<file path="src/rtl/id_alu_issue_pkg.sv">
// Shared decode constants for the ID issue stage: ALU control codes, MIPS
// opcode/funct values, the scoreboard entry and the ID/EX register bundle.
package id_alu_issue_pkg;

  typedef enum logic [3:0] {
    ALU_NOP  = 4'd0,
    ALU_ADD  = 4'd1,
    ALU_SUB  = 4'd2,
    ALU_AND  = 4'd3,
    ALU_OR   = 4'd4,
    ALU_XOR  = 4'd5,
    ALU_LUI  = 4'd6,
    ALU_SLT  = 4'd7,
    ALU_SLTU = 4'd8,
    ALU_NOR  = 4'd9,
    ALU_SLL  = 4'd10,
    ALU_SRL  = 4'd11,
    ALU_SRA  = 4'd12
  } alu_ctr_e;

  localparam logic [5:0] OP_RTYPE = 6'h00;
  localparam logic [5:0] OP_ADDI  = 6'h08;
  localparam logic [5:0] OP_ADDIU = 6'h09;
  localparam logic [5:0] OP_SLTI  = 6'h0A;
  localparam logic [5:0] OP_SLTIU = 6'h0B;
  localparam logic [5:0] OP_ANDI  = 6'h0C;
  localparam logic [5:0] OP_ORI   = 6'h0D;
  localparam logic [5:0] OP_XORI  = 6'h0E;
  localparam logic [5:0] OP_LUI   = 6'h0F;

  localparam logic [5:0] FN_SLL  = 6'h00;
  localparam logic [5:0] FN_SRL  = 6'h02;
  localparam logic [5:0] FN_SRA  = 6'h03;
  localparam logic [5:0] FN_ADD  = 6'h20;
  localparam logic [5:0] FN_ADDU = 6'h21;
  localparam logic [5:0] FN_SUB  = 6'h22;
  localparam logic [5:0] FN_SUBU = 6'h23;
  localparam logic [5:0] FN_AND  = 6'h24;
  localparam logic [5:0] FN_OR   = 6'h25;
  localparam logic [5:0] FN_XOR  = 6'h26;
  localparam logic [5:0] FN_NOR  = 6'h27;
  localparam logic [5:0] FN_SLT  = 6'h2A;
  localparam logic [5:0] FN_SLTU = 6'h2B;

  typedef struct packed {
    logic       valid;
    logic [4:0] addr;
  } sb_entry_t;

  typedef struct packed {
    logic        valid;
    logic [3:0]  aluctr;
    logic [31:0] a;
    logic [31:0] b;
    logic [4:0]  shamt;
    logic [4:0]  rd;
    logic        regwrite;
  } ex_bundle_t;

endpackage

</file>
<file path="src/rtl/id_alu_issue_if.sv">
// ID/EX pipeline-register bus: the issue stage drives it (master), the
// EX-stage ALU consumes it (slave).
interface id_alu_issue_if;
  logic        ex_valid;
  logic [3:0]  ex_aluctr;
  logic [31:0] ex_a;
  logic [31:0] ex_b;
  logic [4:0]  ex_shamt;
  logic [4:0]  ex_rd;
  logic        ex_regwrite;

  modport master (
    output ex_valid, ex_aluctr, ex_a, ex_b, ex_shamt, ex_rd, ex_regwrite
  );
  modport slave (
    input ex_valid, ex_aluctr, ex_a, ex_b, ex_shamt, ex_rd, ex_regwrite
  );
endinterface

</file>
<file path="src/rtl/id_alu_issue_hazard_sb.sv">
// In-flight destination scoreboard (EX/MEM/WB); flags a read-after-write
// hazard for any used, nonzero source that matches a pending destination.
module id_hazard_sb
  import id_alu_issue_pkg::*;
#(
  parameter int SB_DEPTH = 3
) (
  input  logic       clk,
  input  logic       rst,
  input  logic [4:0] rs_addr_i,
  input  logic       rs_use_i,
  input  logic [4:0] rt_addr_i,
  input  logic       rt_use_i,
  input  logic       issue_valid_i,
  input  logic [4:0] issue_dest_i,
  output logic       hazard_o
);

  sb_entry_t sb_q [SB_DEPTH];

  // Shifts every cycle, stalls included, so pending writes age out on their own.
  always_ff @(posedge clk) begin
    if (rst) begin
      // NOTE: the scoreboard array is tiny control state and every entry must
      // come out of reset invalid, so each one is cleared explicitly.
      for (int i = 0; i < SB_DEPTH; i++) sb_q[i] <= '0;
    end else begin
      // NOTE: non-blocking assignments let the shift read every old entry
      // before any of them is overwritten.
      sb_q[0] <= '{valid: issue_valid_i, addr: issue_dest_i};
      for (int i = 1; i < SB_DEPTH; i++) sb_q[i] <= sb_q[i-1];
    end
  end

  always_comb begin
    hazard_o = 1'b0;
    for (int i = 0; i < SB_DEPTH; i++) begin
      if (sb_q[i].valid) begin
        if (rs_use_i && (rs_addr_i != 5'd0) && (rs_addr_i == sb_q[i].addr)) hazard_o = 1'b1;
        if (rt_use_i && (rt_addr_i != 5'd0) && (rt_addr_i == sb_q[i].addr)) hazard_o = 1'b1;
      end
    end
  end

endmodule

</file>
<file path="src/rtl/id_alu_issue.sv">
// MIPS ID issue stage: decodes IF/ID into ALU control and operands, stalls on
// RAW hazards, registers ID/EX. Optional ILLEGAL_TRAP_EN makes illegal_inst sticky.
module id_alu_issue
  import id_alu_issue_pkg::*;
#(
  parameter int SB_DEPTH = 3
) (
  input  logic                   clk,
  input  logic                   rst,
  input  logic                   if_valid,
  input  logic [31:0]            if_inst,
  output logic                   if_ready,
  input  logic                   flush,
  output logic [4:0]             rs_addr,
  output logic [4:0]             rt_addr,
  input  logic [31:0]            rs_data,
  input  logic [31:0]            rt_data,
  id_alu_issue_if.master         ex,
  output logic                   illegal_inst
);

  logic [5:0]  opcode, funct;
  logic [4:0]  rd, shamt;
  logic [15:0] imm;
  alu_ctr_e    aluctr;
  logic        use_rs, use_rt, legal, shift;
  logic [4:0]  dest;
  logic [31:0] op_a, op_b;
  logic        hazard, issue;
  ex_bundle_t  ex_d, ex_q;

  assign opcode  = if_inst[31:26];
  assign rs_addr = if_inst[25:21];
  assign rt_addr = if_inst[20:16];
  assign rd      = if_inst[15:11];
  assign shamt   = if_inst[10:6];
  assign funct   = if_inst[5:0];
  assign imm     = if_inst[15:0];

  always_comb begin
    // NOTE: every decode output gets a default first so no path infers a latch.
    aluctr = ALU_NOP;
    use_rs = 1'b0;
    use_rt = 1'b0;
    shift  = 1'b0;
    legal  = 1'b1;
    dest   = 5'd0;
    op_a   = '0;
    op_b   = '0;
    case (opcode)
      OP_RTYPE: begin
        dest   = rd;
        use_rs = 1'b1;
        use_rt = 1'b1;
        op_a   = rs_data;
        op_b   = rt_data;
        case (funct)
          FN_ADD, FN_ADDU: aluctr = ALU_ADD;
          FN_SUB, FN_SUBU: aluctr = ALU_SUB;
          FN_AND:          aluctr = ALU_AND;
          FN_OR:           aluctr = ALU_OR;
          FN_XOR:          aluctr = ALU_XOR;
          FN_NOR:          aluctr = ALU_NOR;
          FN_SLT:          aluctr = ALU_SLT;
          FN_SLTU:         aluctr = ALU_SLTU;
          FN_SLL: begin aluctr = ALU_SLL; shift = 1'b1; end
          FN_SRL: begin aluctr = ALU_SRL; shift = 1'b1; end
          FN_SRA: begin aluctr = ALU_SRA; shift = 1'b1; end
          default:         legal  = 1'b0;
        endcase
      end
      OP_ADDI, OP_ADDIU, OP_SLTI, OP_SLTIU: begin
        dest   = rt_addr;
        use_rs = 1'b1;
        op_a   = rs_data;
        op_b   = {{16{imm[15]}}, imm};
        aluctr = (opcode == OP_SLTI)  ? ALU_SLT  :
                 (opcode == OP_SLTIU) ? ALU_SLTU : ALU_ADD;
      end
      OP_ANDI, OP_ORI, OP_XORI: begin
        dest   = rt_addr;
        use_rs = 1'b1;
        op_a   = rs_data;
        op_b   = {16'h0000, imm};
        aluctr = (opcode == OP_ANDI) ? ALU_AND :
                 (opcode == OP_ORI)  ? ALU_OR  : ALU_XOR;
      end
      OP_LUI: begin
        dest   = rt_addr;
        op_b   = {16'h0000, imm};
        aluctr = ALU_LUI;
      end
      default: legal = 1'b0;
    endcase
    // Shifts take only rt: rs is a don't-care field and must not stall.
    if (shift) begin
      use_rs = 1'b0;
      op_a   = '0;
    end
    if (!legal) begin
      use_rs = 1'b0;
      use_rt = 1'b0;
      dest   = 5'd0;
      op_a   = '0;
      op_b   = '0;
    end
  end

`ifdef ILLEGAL_TRAP_EN
  logic illegal_q, trap_set;
`endif

  always_comb begin
    if_ready = 1'b0;
    issue    = 1'b0;
`ifdef ILLEGAL_TRAP_EN
    trap_set = 1'b0;
`endif
    if (rst) begin
      if_ready = 1'b0;
`ifdef ILLEGAL_TRAP_EN
    end else if (illegal_q) begin
      if_ready = 1'b0;
`endif
    end else if (flush) begin
      if_ready = 1'b1;
    end else if (if_valid && hazard) begin
      if_ready = 1'b0;
    end else if (if_valid && !legal) begin
`ifdef ILLEGAL_TRAP_EN
      trap_set = 1'b1;
`else
      if_ready = 1'b1;
`endif
    end else if (if_valid) begin
      if_ready = 1'b1;
      issue    = 1'b1;
    end
  end

  always_comb begin
    ex_d = '0;
    if (issue) begin
      ex_d.valid    = 1'b1;
      ex_d.aluctr   = aluctr;
      ex_d.a        = op_a;
      ex_d.b        = op_b;
      ex_d.shamt    = shamt;
      ex_d.rd       = dest;
      ex_d.regwrite = (dest != 5'd0);
    end
  end

  always_ff @(posedge clk) begin
    if (rst) ex_q <= '0;
    else     ex_q <= ex_d;
  end

`ifdef ILLEGAL_TRAP_EN
  always_ff @(posedge clk) begin
    if (rst) illegal_q <= 1'b0;
    else     illegal_q <= illegal_q | trap_set;
  end
  assign illegal_inst = illegal_q;
`else
  assign illegal_inst = 1'b0;
`endif

  id_hazard_sb #(.SB_DEPTH(SB_DEPTH)) u_sb (
    .clk           (clk),
    .rst           (rst),
    .rs_addr_i     (rs_addr),
    .rs_use_i      (use_rs),
    .rt_addr_i     (rt_addr),
    .rt_use_i      (use_rt),
    .issue_valid_i (ex_d.regwrite),
    .issue_dest_i  (ex_d.rd),
    .hazard_o      (hazard)
  );

  assign ex.ex_valid    = ex_q.valid;
  assign ex.ex_aluctr   = ex_q.aluctr;
  assign ex.ex_a        = ex_q.a;
  assign ex.ex_b        = ex_q.b;
  assign ex.ex_shamt    = ex_q.shamt;
  assign ex.ex_rd       = ex_q.rd;
  assign ex.ex_regwrite = ex_q.regwrite;

endmodule

</file>
<file path="src/flat_wrapper.sv">
// flat-port wrapper written by rule: the top's interface ports become plain ports
module id_alu_issue_flat import id_alu_issue_pkg::*;
#(
  parameter int SB_DEPTH = 3
)
  (clk, rst, if_valid, if_inst, if_ready, flush, rs_addr, rt_addr, rs_data, rt_data, illegal_inst, ex_ex_valid, ex_ex_aluctr, ex_ex_a, ex_ex_b, ex_ex_shamt, ex_ex_rd, ex_ex_regwrite);
  id_alu_issue_if ex_i ();
  input  logic clk;
  input  logic rst;
  input  logic if_valid;
  input  logic [31:0] if_inst;
  output logic if_ready;
  input  logic flush;
  output logic [4:0] rs_addr;
  output logic [4:0] rt_addr;
  input  logic [31:0] rs_data;
  input  logic [31:0] rt_data;
  output logic illegal_inst;
  output wire logic [$bits(ex_i.ex_valid)-1:0] ex_ex_valid;
  output wire logic [$bits(ex_i.ex_aluctr)-1:0] ex_ex_aluctr;
  output wire logic [$bits(ex_i.ex_a)-1:0] ex_ex_a;
  output wire logic [$bits(ex_i.ex_b)-1:0] ex_ex_b;
  output wire logic [$bits(ex_i.ex_shamt)-1:0] ex_ex_shamt;
  output wire logic [$bits(ex_i.ex_rd)-1:0] ex_ex_rd;
  output wire logic [$bits(ex_i.ex_regwrite)-1:0] ex_ex_regwrite;
  assign ex_ex_valid = ex_i.ex_valid;
  assign ex_ex_aluctr = ex_i.ex_aluctr;
  assign ex_ex_a = ex_i.ex_a;
  assign ex_ex_b = ex_i.ex_b;
  assign ex_ex_shamt = ex_i.ex_shamt;
  assign ex_ex_rd = ex_i.ex_rd;
  assign ex_ex_regwrite = ex_i.ex_regwrite;
  id_alu_issue #(.SB_DEPTH(SB_DEPTH)) u_core (.clk(clk), .rst(rst), .if_valid(if_valid), .if_inst(if_inst), .if_ready(if_ready), .flush(flush), .rs_addr(rs_addr), .rt_addr(rt_addr), .rs_data(rs_data), .rt_data(rt_data), .ex(ex_i), .illegal_inst(illegal_inst));
endmodule
</file>
<file path="config.mk">
export PLATFORM = sky130hd
export DESIGN_NAME = id_alu_issue_flat
export DESIGN_NICKNAME = d
export VERILOG_FILES = /design/src/rtl/id_alu_issue_pkg.sv /design/src/rtl/id_alu_issue_if.sv /design/src/rtl/id_alu_issue_hazard_sb.sv /design/src/rtl/id_alu_issue.sv /design/src/flat_wrapper.sv
export SDC_FILE = /design/constraint.sdc
export NUM_CORES = 1
export LEC_CHECK = 0
export ABC_AREA = 1
export CAP_MARGIN = 5
export CORE_UTILIZATION = 37
export DETAILED_ROUTE_END_ITERATION = 7
export PLACE_DENSITY = 0.74
export SLEW_MARGIN = 20
export SYNTH_ARGS = -nofsm -noshare
export SYNTH_HDL_FRONTEND = slang
export SYNTH_SLANG_ARGS = --single-unit
</file>
<file path="constraint.sdc">
create_clock -name clk -period 1.8 [get_ports clk]
set_input_delay 0.18 -clock clk [delete_from_list [all_inputs] [get_ports clk]]
set_output_delay 0.18 -clock clk [all_outputs]
set_load 0.02 [all_outputs]
</file>
==> results of run 1 <==
==> synth_stat cells, types with 2 or more instances <==
library cell  count
nor2_1           94
dfxtp_1          92
inv_1            71
nand2_1          54
a22oi_1          21
nor2_4           21
a21oi_1          17
buf_4            17
xnor2_1          15
nand3_1          14
clkbuf_1          8
nand4_1           8
buf_2             5
nor2_2            5
nor3_1            5
nand2_2           4
clkbuf_2          3
inv_2             3
o21ai_0           3
xor2_1            3
a211oi_1          2
buf_12            2
nand3_2           2
o2111ai_1         2
o211ai_1          2
==> flip-flops by register name, indices dropped and copies added (netlist names) <==
| name | flops |
|---|---|
| u_core.ex.ex_a | 32 |
| u_core.ex.ex_b | 32 |
| u_core.u_sb.sb_q | 14 |
| u_core.ex.ex_shamt | 5 |
| u_core.ex.ex_aluctr | 4 |
| u_core.ex.ex_rd | 4 |
| u_core.ex.ex_valid | 1 |
==> kinds of logic after synthesis <==
kind of cell / Yosys count / synth area share (%)
and+or+nand+nor: 210 / 26.6
buffers and inverters: 111 / 13.5
DFF: 92 / 47.0
AOI/OAI and AO/OA: 51 / 8.75
xor gates and xnor gates: 18 / 4.02
other: 1 / 0.0957
==> worst paths after layout <==
check | from | end | slack (ns) | depth (start not counted)
worst max-delay path | u_core.u_sb.sb_q[0][14] | if_ready | -0.15 | 14
worst min-delay path | if_inst[0] | u_core.ex.ex_b[0] | 0.34 | 3
worst max register to register | u_core.u_sb.sb_q[0][7] | u_core.ex.ex_a[10] | -0.01 | 13
worst min register to register | u_core.u_sb.sb_q[0][11] | u_core.u_sb.sb_q[0][17] | 0.45 | 2
==> report_power, final <==
group          internal [uW]  switching (uW)  leakage (uW)
Sequential              2030           0.468      0.000744
Clock                    650             751     0.0000963
Combinational            309             240       0.00192
==> stage by stage <==
stage | hold WS, ns | instance area [um2] | worst slack (ns) | setup TNS [ns]
3_3_place_gp | 0.418 | 6210 | -0.756 | -36.23
6_report | 0.338 | 6660 | -0.152 | -0.245
4_1_cts | 0.325 | 6480 | -0.150 | -0.150
2_1_floorplan | 0.251 | 3920 | 0.143 | 0
5_1_grt | 0.320 | 6660 | -0.358 | -8.75
3_5_place_dp | 0.422 | 6210 | -0.820 | -42.76
==> worst max-delay path: cells and delay by family, from the launching register on <==
family	cells	cell delay, ns
flops	1	0.35
compound gates	1	0.07
buf+inv	2	0.20
simple gates	11	0.82
==> layer usage <==
layer / global-route usage, % / up-vias / part of all wire, %
li1: - / 1937 / -
met3: 6.67 / 18 / 7.4
met5: 0 / - / 0
met2: 39.2 / 148 / 52
met1: 23.1 / 1751 / 39
met4: 7.04 / 0 / 1.9
==> what timing repair did <==
action	in CTS	in global routing
setup endpoints to repair	82	81
setup buffers	3	0
gates resized for setup	54	7
pin swaps	13	5
gates cloned	0	7
==> layout make-up <==
class,instances,area [um2]
clock inverters,6,72.6
multi-input cells,281,1650
inverters,75,282
fillers,911,3610
well taps,136,170
flip-flops and latches,92,1850
clock buffers,9,124
repair buffers,255,2510
==> run_results.csv, run 1 <==
group,metric,value,unit
drt,routed-via-count,3854,
setup_path,crit_top_cell,"nand2_1",
finish,mostFrequentLayoutCells,"clkdlybuf4s50_1, nor2_1, dfxtp_1",
yosys,syn_inst,483,
timing,skew,0.0119,ns
setup_path,slowest_delay,0.35,ns
yosys,synth_area_leader_cell,"dfxtp_1",
cts,cts_tree,"built",
grt,overflow,0,
drt,drtIter0Drc,164,
yosys,synth-edff-count,0,
yosys,synth_ff_type,"dfxtp_1",
yosys,synth.distinct_cells,35,
grt,grt_pass1_wl,18.5,mm
yosys,synthArstFlopShare,0,%
timing,min_period_over_period,108,%
yosys,syn_area,0.00392,mm2
setup_path,end_kind,"output port",
drt,wire_per_inst,14.1,um
yosys,synth_warnings,0,
cts,path_clk_slew,0.10,ns
setup_path,arrival,1.77,ns
drt,viasPerCell,4.51,
cts,hold_buffers,0,
timing,period_needed,1.95,ns
yosys,ys_seq_elements,92,
timing,fmax,512,MHz
power,power.total,3990,uW
drt,wl,12.1,mm
setup_path,cp.required,1.62,ns
drt,ant_nets,0,
power,vdd_drop_max,0.000438,V
die,dieArea,0.0110,mm2
setup_path,crit_fanout,3,
setup_path,worstPathCellList,"inv_1, nand2_1, o21ai_1, nor2_1, nand2_1, nor2_2, nand4_1, nand2_1, nand2_1, nand2_2, nor2_4, nor2_2, nor2_1, buf_4",
die,die_w,105,um
finish,drive_gt1_share,20.1,%
yosys,seq_area_frac_synth,47.0,%
setup_path,cpMaxStageDelayCell,"dfxtp_2",
finish,layout.nets,814,
drt,dr.pass1.iters,4,
die,die_y,105,um
yosys,yosysTopAreaCellShare,47.0,%
finish,antenna_cells,0,
die,start_util,38.1,%
place,io_buffers,190,
drt,drc,0,
cts,h-tree-depth,3,
die,fp-row-count,37,
place,dp_hpwl,8.96,mm
cts,clockBufferDepth,2,
timing,worst_slack,-0.152,ns
die,ios,192,
power,leakage,0.00276,uW
cts,cts-root-buf,"clkbuf_8",
finish,postLayoutCoreUtil,64.8,%
yosys,synth_area_leaders,"dfxtp_1, nor2_1, inv_1",
place,place_inst,829,
die,coreArea,0.0103,mm2
cts,numClockSinks,92,
yosys,synth.net_count,583,
status,violations,"negative setup slack",
timing,maxSlewViolCount,0,
finish,area_delta_synth_final,70.1,%
setup_path,crit_path_start_kind,"register",
place,routabilityCongestion,0.902,
grt,grt_max_degree,33,
finish,final_common_cell,"clkdlybuf4s50_1",
flow_run,max_cap_viol_count,0,
setup_path,crit_type,"register to output port",
cts,numCtsBuffers,9,
grt,grt_pass1_vias,3893,
grt,grt_use_total,21.3,%
finish,stdcell_count,854,
power,powerDensity,598,mW/mm2
hold_path,hp-class,"input port to register",
timing,setup_viol,12,
cts,clock_latency,0.34,ns
timing,rsz0062_at_grt,"true",
timing,hold_viol_final,0,
yosys,postSynthAreaPerCell,8.11,um2
grt,antenna_found_initial,0,
status,status,"finished with violations",
No activity file was read; power rests on OpenSTA's default activity.
==> inputs of run 2 (changes only) <==
Settings changed: CAP_MARGIN 5 to default.
==> results of run 2 <==
No change in the layout: final DEF, timing and power equal those of run 1.
==> inputs of run 3 (changes only) <==
Settings changed: CORE_MARGIN from default to 10, HOLD_SLACK_MARGIN from default to 0.12.
==> run_results.csv, run 3 (synthesis gave the netlist of run 1 again) <==
group,metric,value,unit
finish,final_common_cell,"clkdlybuf4s50_1",
timing,maxSlewViolCount,0,
timing,period_needed,2.06,ns
grt,grt_pass1_vias,4097,
power,powerDensity,574,mW/mm2
place,routabilityCongestion,0.927,
die,ios,192,
die,coreArea,0.0103,mm2
setup_path,reg2reg_from,"u_core.u_sb.sb_q[0][14]",
grt,grt_pass1_wl,20.6,mm
flow_run,max_cap_viol_count,0,
cts,numCtsBuffers,9,
setup_path,crit_type,"register to output port",
grt,grt_use_total,17.3,%
hold_path,hp-class,"input port to register",
drt,drtIter0Drc,151,
place,io_buffers,190,
timing,tns,-11.46,ns
setup_path,cpMaxStageDelayCell,"dfxtp_2",
finish,area_delta_synth_final,79.0,%
power,vdd_drop_max,0.000372,V
cts,clockBufferDepth,2,
drt,viasPerCell,4.60,
timing,min_period_over_period,115,%
grt,antenna_found_initial,0,
power,power.total,4030,uW
timing,setup_viol,81,
timing,worst_slack,-0.261,ns
timing,skew,0.0139,ns
drt,routed-via-count,4002,
timing,rsz0062_at_grt,"true",
status,status,"finished with violations",
finish,drive_gt1_share,29.0,%
die,fp-row-count,37,
hold_path,min-delay-start,"if_inst[5]",
die,die_w,123,um
finish,postLayoutCoreUtil,67.9,%
setup_path,end_kind,"output port",
die,die_y,123,um
hold_path,hold_end,"u_core.ex.ex_b[5]",
cts,cts_tree,"built",
setup_path,critPathBufInv,2,
setup_path,reg2reg_to,"u_core.ex.ex_b[7]",
timing,fmax,485,MHz
status,violations,"negative setup slack",
setup_path,crit_top_cell,"nand2_1",
setup_path,r2r_setup_slack,-0.20,ns
finish,antenna_cells,0,
drt,wl,14.1,mm
finish,mostFrequentLayoutCells,"clkdlybuf4s50_1, dfxtp_1, inv_1, buf_4, nand2_1",
power,leakage,0.00287,uW
drt,drc,0,
setup_path,crit_family,"simple AND/OR/NAND/NOR gates",
setup_path,cp.required,1.62,ns
setup_path,crit_path_start_kind,"register",
cts,clock_latency,0.36,ns
cts,h-tree-depth,3,
hold_path,hold_depth,3,
cts,path_clk_slew,0.09,ns
drt,wire_per_inst,16.3,um
die,start_util,37.9,%
finish,layout.nets,830,
setup_path,arrival,1.88,ns
setup_path,crit_fanout,2,
timing,hold_viol_final,0,
grt,grt_max_degree,39,
die,dieArea,0.0151,mm2
setup_path,rr_worst_depth,15,
grt,overflow,0,
place,dp_hpwl,10.6,mm
setup_path,worstPathCellList,"buf_4, nand2_1, nand4_1, nor2_2, nand4_1, nand2_1, nand2_1, nand2_2, nor2_4, nor2_2, nor2_1, buf_4",
drt,dr.pass1.iters,4,
setup_path,slowest_delay,0.33,ns
cts,numClockSinks,92,
drt,ant_nets,0,
cts,cts-root-buf,"clkbuf_8",
==> run 3: final cells by class <==
class | instances | area (um2)
clock buffers | 9 | 124
inverters | 75 | 282
multi-input cells | 280 | 1820
well taps | 136 | 170
repair buffers | 272 | 2690
clock inverters | 6 | 73.8
fillers | 821 | 3310
flip-flops and latches | 92 | 1850
==> run 3: report_power, final <==
| group | switching [uW] | internal, uW |
|---|---|---|
| clock network | 751 | 652 |
| registers | 0.463 | 2030 |
| logic | 259 | 330 |
==> run 3: tightest hold or removal path, cell delays in order <==
cell           delay [ns]
dlygate4sd2_1        0.25
a22oi_1              0.11
nor2_2               0.09
==> run 3: metal layers <==
layer	vias up	share of wire, %	wire length, um	global-route usage (%)
met2	136	54	7600	32.0
met1	1876	36	5140	17.5
li1	1967	-	-	-
met3	23	7.9	1120	6.11
met4	0	2.0	281	6.48
met5	-	0	0	0
==> run 3: what timing repair did <==
action | CTS | global route
gates resized for setup | 53 | 83
buffers inserted | 16 | 4
endpoints found under the setup margin | 81 | 81
cloned | 3 | 3
pin swaps | 20 | 20
hold endpoints to repair | 0 | 0
hold buffers | 0 | 0
==> run 3: worst max path at each step <==
| stage | start | to | slack [ns] | depth (start not counted) |
|---|---|---|---|---|
| final | u_core.u_sb.sb_q[0][14] | if_ready | -0.26 | 12 |
| after global routing | u_core.ex.ex_rd[2] | if_ready | -0.40 | 12 |
| after CTS | u_core.u_sb.sb_q[0][13] | if_ready | -0.23 | 11 |
| after detailed placement | if_inst[3] | if_ready | -0.89 | 14 |
| after global placement | if_inst[3] | if_ready | -0.77 | 14 |
| after floorplan | if_inst[31] | u_core.ex.ex_aluctr[0] | 0.14 | 14 |
==> run 3: per-stage QoR <==
step	cell area, um2	worst slack, ns	hold slack [ns]	std cells
finish	7010	-0.261	0.316	870
global route	7010	-0.403	0.314	870
CTS	6680	-0.230	0.291	863
detailed placement	6240	-0.887	0.437	831
global placement	6240	-0.765	0.420	831
floorplan	3920	0.143	0.251	483
==> RTL edit 1, RTL diff (settings of run 3) <==
`SB_DEPTH` is set to 3 in 3 places; all go to 6.
--- a/src/rtl/id_alu_issue_hazard_sb.sv
+++ b/src/rtl/id_alu_issue_hazard_sb.sv
@@ -3,7 +3,7 @@
 module id_hazard_sb
   import id_alu_issue_pkg::*;
 #(
-  parameter int SB_DEPTH = 3
+  parameter int SB_DEPTH = 6
 ) (
   input  logic       clk,
   input  logic       rst,
--- a/src/rtl/id_alu_issue.sv
+++ b/src/rtl/id_alu_issue.sv
@@ -3,7 +3,7 @@
 module id_alu_issue
   import id_alu_issue_pkg::*;
 #(
-  parameter int SB_DEPTH = 3
+  parameter int SB_DEPTH = 6
 ) (
   input  logic                   clk,
   input  logic                   rst,
--- a/src/flat_wrapper.sv
+++ b/src/flat_wrapper.sv
@@ -1,7 +1,7 @@
 // flat-port wrapper written by rule: the top's interface ports become plain ports
 module id_alu_issue_flat import id_alu_issue_pkg::*;
 #(
-  parameter int SB_DEPTH = 3
+  parameter int SB_DEPTH = 6
 )
   (clk, rst, if_valid, if_inst, if_ready, flush, rs_addr, rt_addr, rs_data, rt_data, illegal_inst, ex_ex_valid, ex_ex_aluctr, ex_ex_a, ex_ex_b, ex_ex_shamt, ex_ex_rd, ex_ex_regwrite);
   id_alu_issue_if ex_i ();
Check against the original RTL: not equivalent (a bounded check fails within 10 cycles, from zero or initial values and one cycle with rst high).
==> RTL edit 1 against run 3 <==
  * The flow still finishes with violations (setup timing)
  * Routed wire length rose by 7.5%
  * Via count rose by 16%
  * First-iteration DRC count rose by 66%
  * Worst hold slack got worse by 0.23 ns
  * Power rose by 26%
  * Synthesized area rose by 19%
  * Combinational power rose by 5.9%
  * Sequential cell count rose by 18
  * Worst setup slack improved by 0.072 ns
  * Clock skew fell by 0.0075 ns
  * Count of clock-buffer cells in the layout did not move
  * Design area rose by 9.8%
  * Critical path type unchanged
  * Highest routed layer is now met5
==> RTL edit 1: results (changes against run 3) <==
| Metric | Value |
|---|---|
| Top area cells in the synthesized netlist | dfxtp_1 (47%), nand3_1 (8.2%), nor2_1 (8.1%) |
| Final net count | 955 (+15%) |
| DR vias | 4652 (+16%) |
| Met2 wire length | 7370 µm (-3.0%) |
| Largest net degree at the start of global routing | 40 (+2.6%) |
| Non-clock buffers, area share | 33.1% (-5.2 points) |
| Non-clk invs | 89 (+19%) |
| DP HPWL | 12000 µm (+13%) |
| Clock buf/inv share | 3.98% (+1.2 points) |
| Multi-In Gates | 373 (+33%) |
| Outcome | finished with violations |
| Worst Clk Skew | 0.00645 ns (-0.00749 ns) |
| P per Cell Area | 660 nW/µm² (+15%) |
| Clk buf depth | 2 (unchanged) |
| Setup WS pre-CTS | -1.18 ns (-0.298 ns) |
| Non-Filler Instances | 1030 (+18%) |
| IO Port Bufs | 190 (unchanged) |
| Final Util | 63.3% (-4.6 points) |
| FF+latch area | 2210 µm² (+19%) |
| Seq/Total Area, Yosys | 47.3% (+0.29 points) |
| M1 wire length | 5920 µm (+15%) |
| Synth cell types | 26 (-26%) |
| GR Util met1 | 17.6% (+0.021 points) |
| Share of cells above drive strength 1 | 19.5% (-9.5 points) |
| # fillers | 1072 (+31%) |
| Failing checks | setup timing |
| Endpoints failing setup | 79 (-2.5%) |
| Highest routed layer | met5 |
| Area post-placement | 7100 µm² (+14%) |
| Clock power share | 39.8% (+5.0 points) |
| Fin worst setup slack | -0.189 ns (+0.0722 ns) |
| Mapped Cells | 613 (+27%) |
| Initial DRC Count | 250 (+66%) |
| Design Area, Final | 7690 µm² (+9.8%) |
| First-pass GRT wire length | 24000 µm (+16%) |
| Multi-input gate area | 2060 µm² (+13%) |
| Antenna diodes | 2 (+2) |
| Top cells by count, synth | dfxtp_1 (110), nor2_1 (101), nand2_1 (99), inv_1 (86), nand3_1 (76) |
| #FFs+latches synth | 110 (+20%) |
| Worst-Skew Late Latency | 0.34 ns (-0.02 ns) |
| Worst-path clk slew | 0.07 ns (-0.02 ns) |
| Setup TNS | -10.17 ns (+1.30 ns) |
| Root Buffer | clkbuf_16 |
| Post-synthesis compound-gate area fraction | 2.61% (-6.1 points) |
| Gr usage total | 16.9% (-0.41 points) |
| Mapped Nets | 713 (+22%) |
| Met3 WL | 1450 µm (+29%) |
| Vias in the first global route | 4800 (+17%) |
| Max VDD drop | 0.529 mV (+42%) |
| Part of the power in registers | 47.9% (-2.6 points) |
| Critical path arrival | 1.81 ns (-0.07 ns) |
| Final WL | 15200 µm (+7.5%) |
| Synth Area in XOR/XNOR | 9.78% (+5.8 points) |
-- RTL edit 1: changes by cell type in the layout (fill, tap and decap cells not counted), sizes merged, moves of 8 or more --
cell          run 3  this run
xnor2            15        41
dfxtp            92       110
inv              76        91
nand3            16        76
a22oi            21         4
xor2              3        11
nand2            59       101
nor2            120       103
a21oi            18        10
-- RTL edit 1: timing repair --
| item | in CTS | in global routing |
|---|---|---|
| setup buffers | 4 | 3 |
| endpoints found under the hold margin | 0 | 1 |
| pin swaps | 18 | 22 |
| endpoints found under the setup margin | 81 | 81 |
| hold buffers | 0 | 1 |
| resized for setup | 76 | 49 |
| gates cloned | 1 | 0 |
-- RTL edit 1: critical path: cells and delay by family, from the launching register on --
kind | cells | cell delay (ns)
xor gates and xnor gates | 1 | 0.14
DFF | 1 | 0.33
and+or+nand+nor | 8 | 0.63
buffers and inverters | 2 | 0.30
AOI/OAI and AO/OA | 1 | 0.07
-- RTL edit 1: worst paths after layout --
kind | startpoint | end | slack [ns] | depth (start not counted)
worst max register to register | u_core.ex.ex_rd[3]$_SDFF_PP0_ | u_core.ex.ex_b[8]$_SDFF_PP0_ | -0.15 | 16
worst min register to register | u_core.u_sb.sb_q[2][5]$_SDFF_PP0_ | u_core.u_sb.sb_q[3][5]$_SDFF_PP0_ | 0.42 | 2
worst min-delay path | if_inst[4] | u_core.ex.ex_b[4]$_SDFF_PP0_ | 0.09 | 3
worst max-delay path | u_core.ex.ex_rd[3]$_SDFF_PP0_ | if_ready | -0.19 | 12
-- RTL edit 1: logic make-up (layout without fill, tap and decap cells) --
kind of cell              Yosys count  after routing
and+or+nand+nor                   298            299
buffers and inverters             131            377
DFF                               110            110
xor gates and xnor gates           52             52
AOI/OAI and AO/OA                  21             21
other                               1              3
==> RTL edit 2, RTL diff (settings of run 3) <==
Made on the original files. Add a define of `ILLEGAL_TRAP_EN`.
--- a/src/rtl/id_alu_issue.sv
+++ b/src/rtl/id_alu_issue.sv
@@ -1,5 +1,7 @@
 // MIPS ID issue stage: decodes IF/ID into ALU control and operands, stalls on
 // RAW hazards, registers ID/EX. Optional ILLEGAL_TRAP_EN makes illegal_inst sticky.
+`define ILLEGAL_TRAP_EN
+
 module id_alu_issue
   import id_alu_issue_pkg::*;
 #(
Behaviour: not the same (Yosys sat finds a counterexample within 4 cycles, from zero or initial values and one cycle with rst high).
==> RTL edit 2 against run 3 <==
  * The run still ends with setup timing left
  * Synthesized area down 2.0%
  * Sequential cell count up 1
  * Routed wire length up 5.3%
  * Power grew 1.1%
  * Non-clock buffer count decreased by 2
  * Count of clock-buffer cells in the layout is the same
  * Worst setup slack got worse by 0.071 ns
  * Design area is 0.91% higher
  * Utilization grew 1.2 points
  * Largest power group unchanged
==> RTL edit 2: results (changes against run 3) <==
| Metric | Value |
|---|---|
| Outcome | finished with violations |
| Failing checks | setup timing |
| IO Port Bufs | 191 (+0.53%) |
| Critical path arrival | 1.95 ns (+0.07 ns) |
| First-pass GRT wire length | 22400 µm (+8.5%) |
| Mapped Nets | 591 (+1.4%) |
| Placer Congestion | 0.881 (-4.9%) |
| Synth cell types | 32 (-8.6%) |
| Largest net degree at the start of global routing | 35 (-10%) |
| Top area cells in the synthesized netlist | dfxtp_1 (49%), nor2_1 (9.0%), inv_1 (7.8%) |
| Placed insts | 844 (+1.6%) |
| Slowest cell on crit path | nor4_2 |
| Share of cells above drive strength 1 | 29.2% (+0.20 points) |
| Fin worst setup slack | -0.332 ns (-0.0707 ns) |
| DP HPWL | 10600 µm (+0.37%) |
| Pleak | 2.98 nW (+3.7%) |
| Setup TNS | -15.64 ns (-4.18 ns) |
| Endpoints failing setup | 81 (unchanged) |
| DR vias | 4111 (+2.7%) |
| Worst-path clk slew | 0.11 ns (+0.02 ns) |
| Max stage delay on crit path | 0.37 ns (+0.04 ns) |
| Area post-placement | 6160 µm² (-1.3%) |
| Final WL | 14900 µm (+5.3%) |
| P_int | 2.94 mW (-2.4%) |
| Top cells by count, synth | dfxtp_1 (93), nor2_1 (92), inv_1 (80), nand2_1 (55), nor2_2 (21) |
| Seq/Total Area, Yosys | 48.5% (+1.5 points) |
| Max VDD drop | 0.461 mV (+24%) |
| WL per Instance | 16.9 µm (+3.9%) |
| Vias in the first global route | 4293 (+4.8%) |
| Gr usage total | 18.8% (+1.5 points) |
| Worst Clk Skew | 0.0179 ns (+0.00396 ns) |
| Initial DRC Count | 218 (+44%) |
RTL edit 2: cell count changes in the layout (fill, tap and decap cells not counted), sizes merged, moves of 4 or more:
cell	change
nand4	+7
xor2	+6
xnor2	-15
clkbuf	+5
inv	+14
dlygate4sd2	-11
nor2	-5
o21ai	+7
o22ai	+4
RTL edit 2: kinds of logic after synthesis:
logic type,Yosys count,share of synthesized area [%]
buffers and inverters,117,14.3
DFF,93,48.5
AOI/OAI and AO/OA,61,10.2
xor gates and xnor gates,9,2.05
and+or+nand+nor,211,24.9
RTL edit 2: power by group through the flow:
stage	Sequential (mW)	Clock (mW)	Combinational [mW]
final	2.06	1.40	0.608
after global routing	2.06	1.52	0.652
after global placement	2.11	0	0.531
after floorplan	2.11	0	0.178
after CTS	2.06	1.42	0.571
after detailed placement	2.11	0	0.542
RTL edit 2: metal layers:
layer	GRT usage [%]	vias to the layer above	share of wire, %
met3	6.29	17	8.9
met4	4.99	0	1.4
met2	34.2	150	53
met1	20.4	1919	37
li1	-	2025	-
met5	0	-	0
RTL edit 2: layout make-up:
| type | count | area [µm²] |
|---|---|---|
| fillers | 805 | 3160 |
| repair buffers | 270 | 2720 |
| flip-flops and latches | 93 | 1870 |
| multi-input cells | 281 | 1800 |
| inverters | 86 | 323 |
| well taps | 136 | 170 |
| clock buffers | 9 | 124 |
| clock inverters | 7 | 76.3 |
RTL edit 2: timing repair:
action,4_1_cts,5_1_grt
hold buffers,0,0
pin swaps,11,20
endpoints found under the setup margin,82,83
cloned,9,0
buffers inserted,14,6
gates resized for setup,55,125
RTL edit 2: worst paths after layout:
path                                           start                            endpoint  slack (ns)  depth (start not counted)
setup / recovery  u_core.u_sb.sb_q[0][16]$_SDFF_PP0_                            if_ready       -0.33                          8
hold / removal                            if_inst[4]        u_core.ex.ex_b[4]$_SDFF_PP0_        0.20                          3
setup reg to reg  u_core.u_sb.sb_q[0][16]$_SDFF_PP0_       u_core.ex.ex_b[11]$_SDFF_PP0_       -0.29                         11
hold reg to reg   u_core.u_sb.sb_q[0][11]$_SDFF_PP0_  u_core.u_sb.sb_q[0][17]$_SDFF_PP0_        0.43                          2
RTL edit 2: worst reg2reg max path: cells and delay by family (launching register included):
kind	cells	cell delay (ns)
and+or+nand+nor	5	0.75
buffers and inverters	4	0.51
DFF	1	0.35
AOI/OAI and AO/OA	1	0.21
xor gates and xnor gates	1	0.15
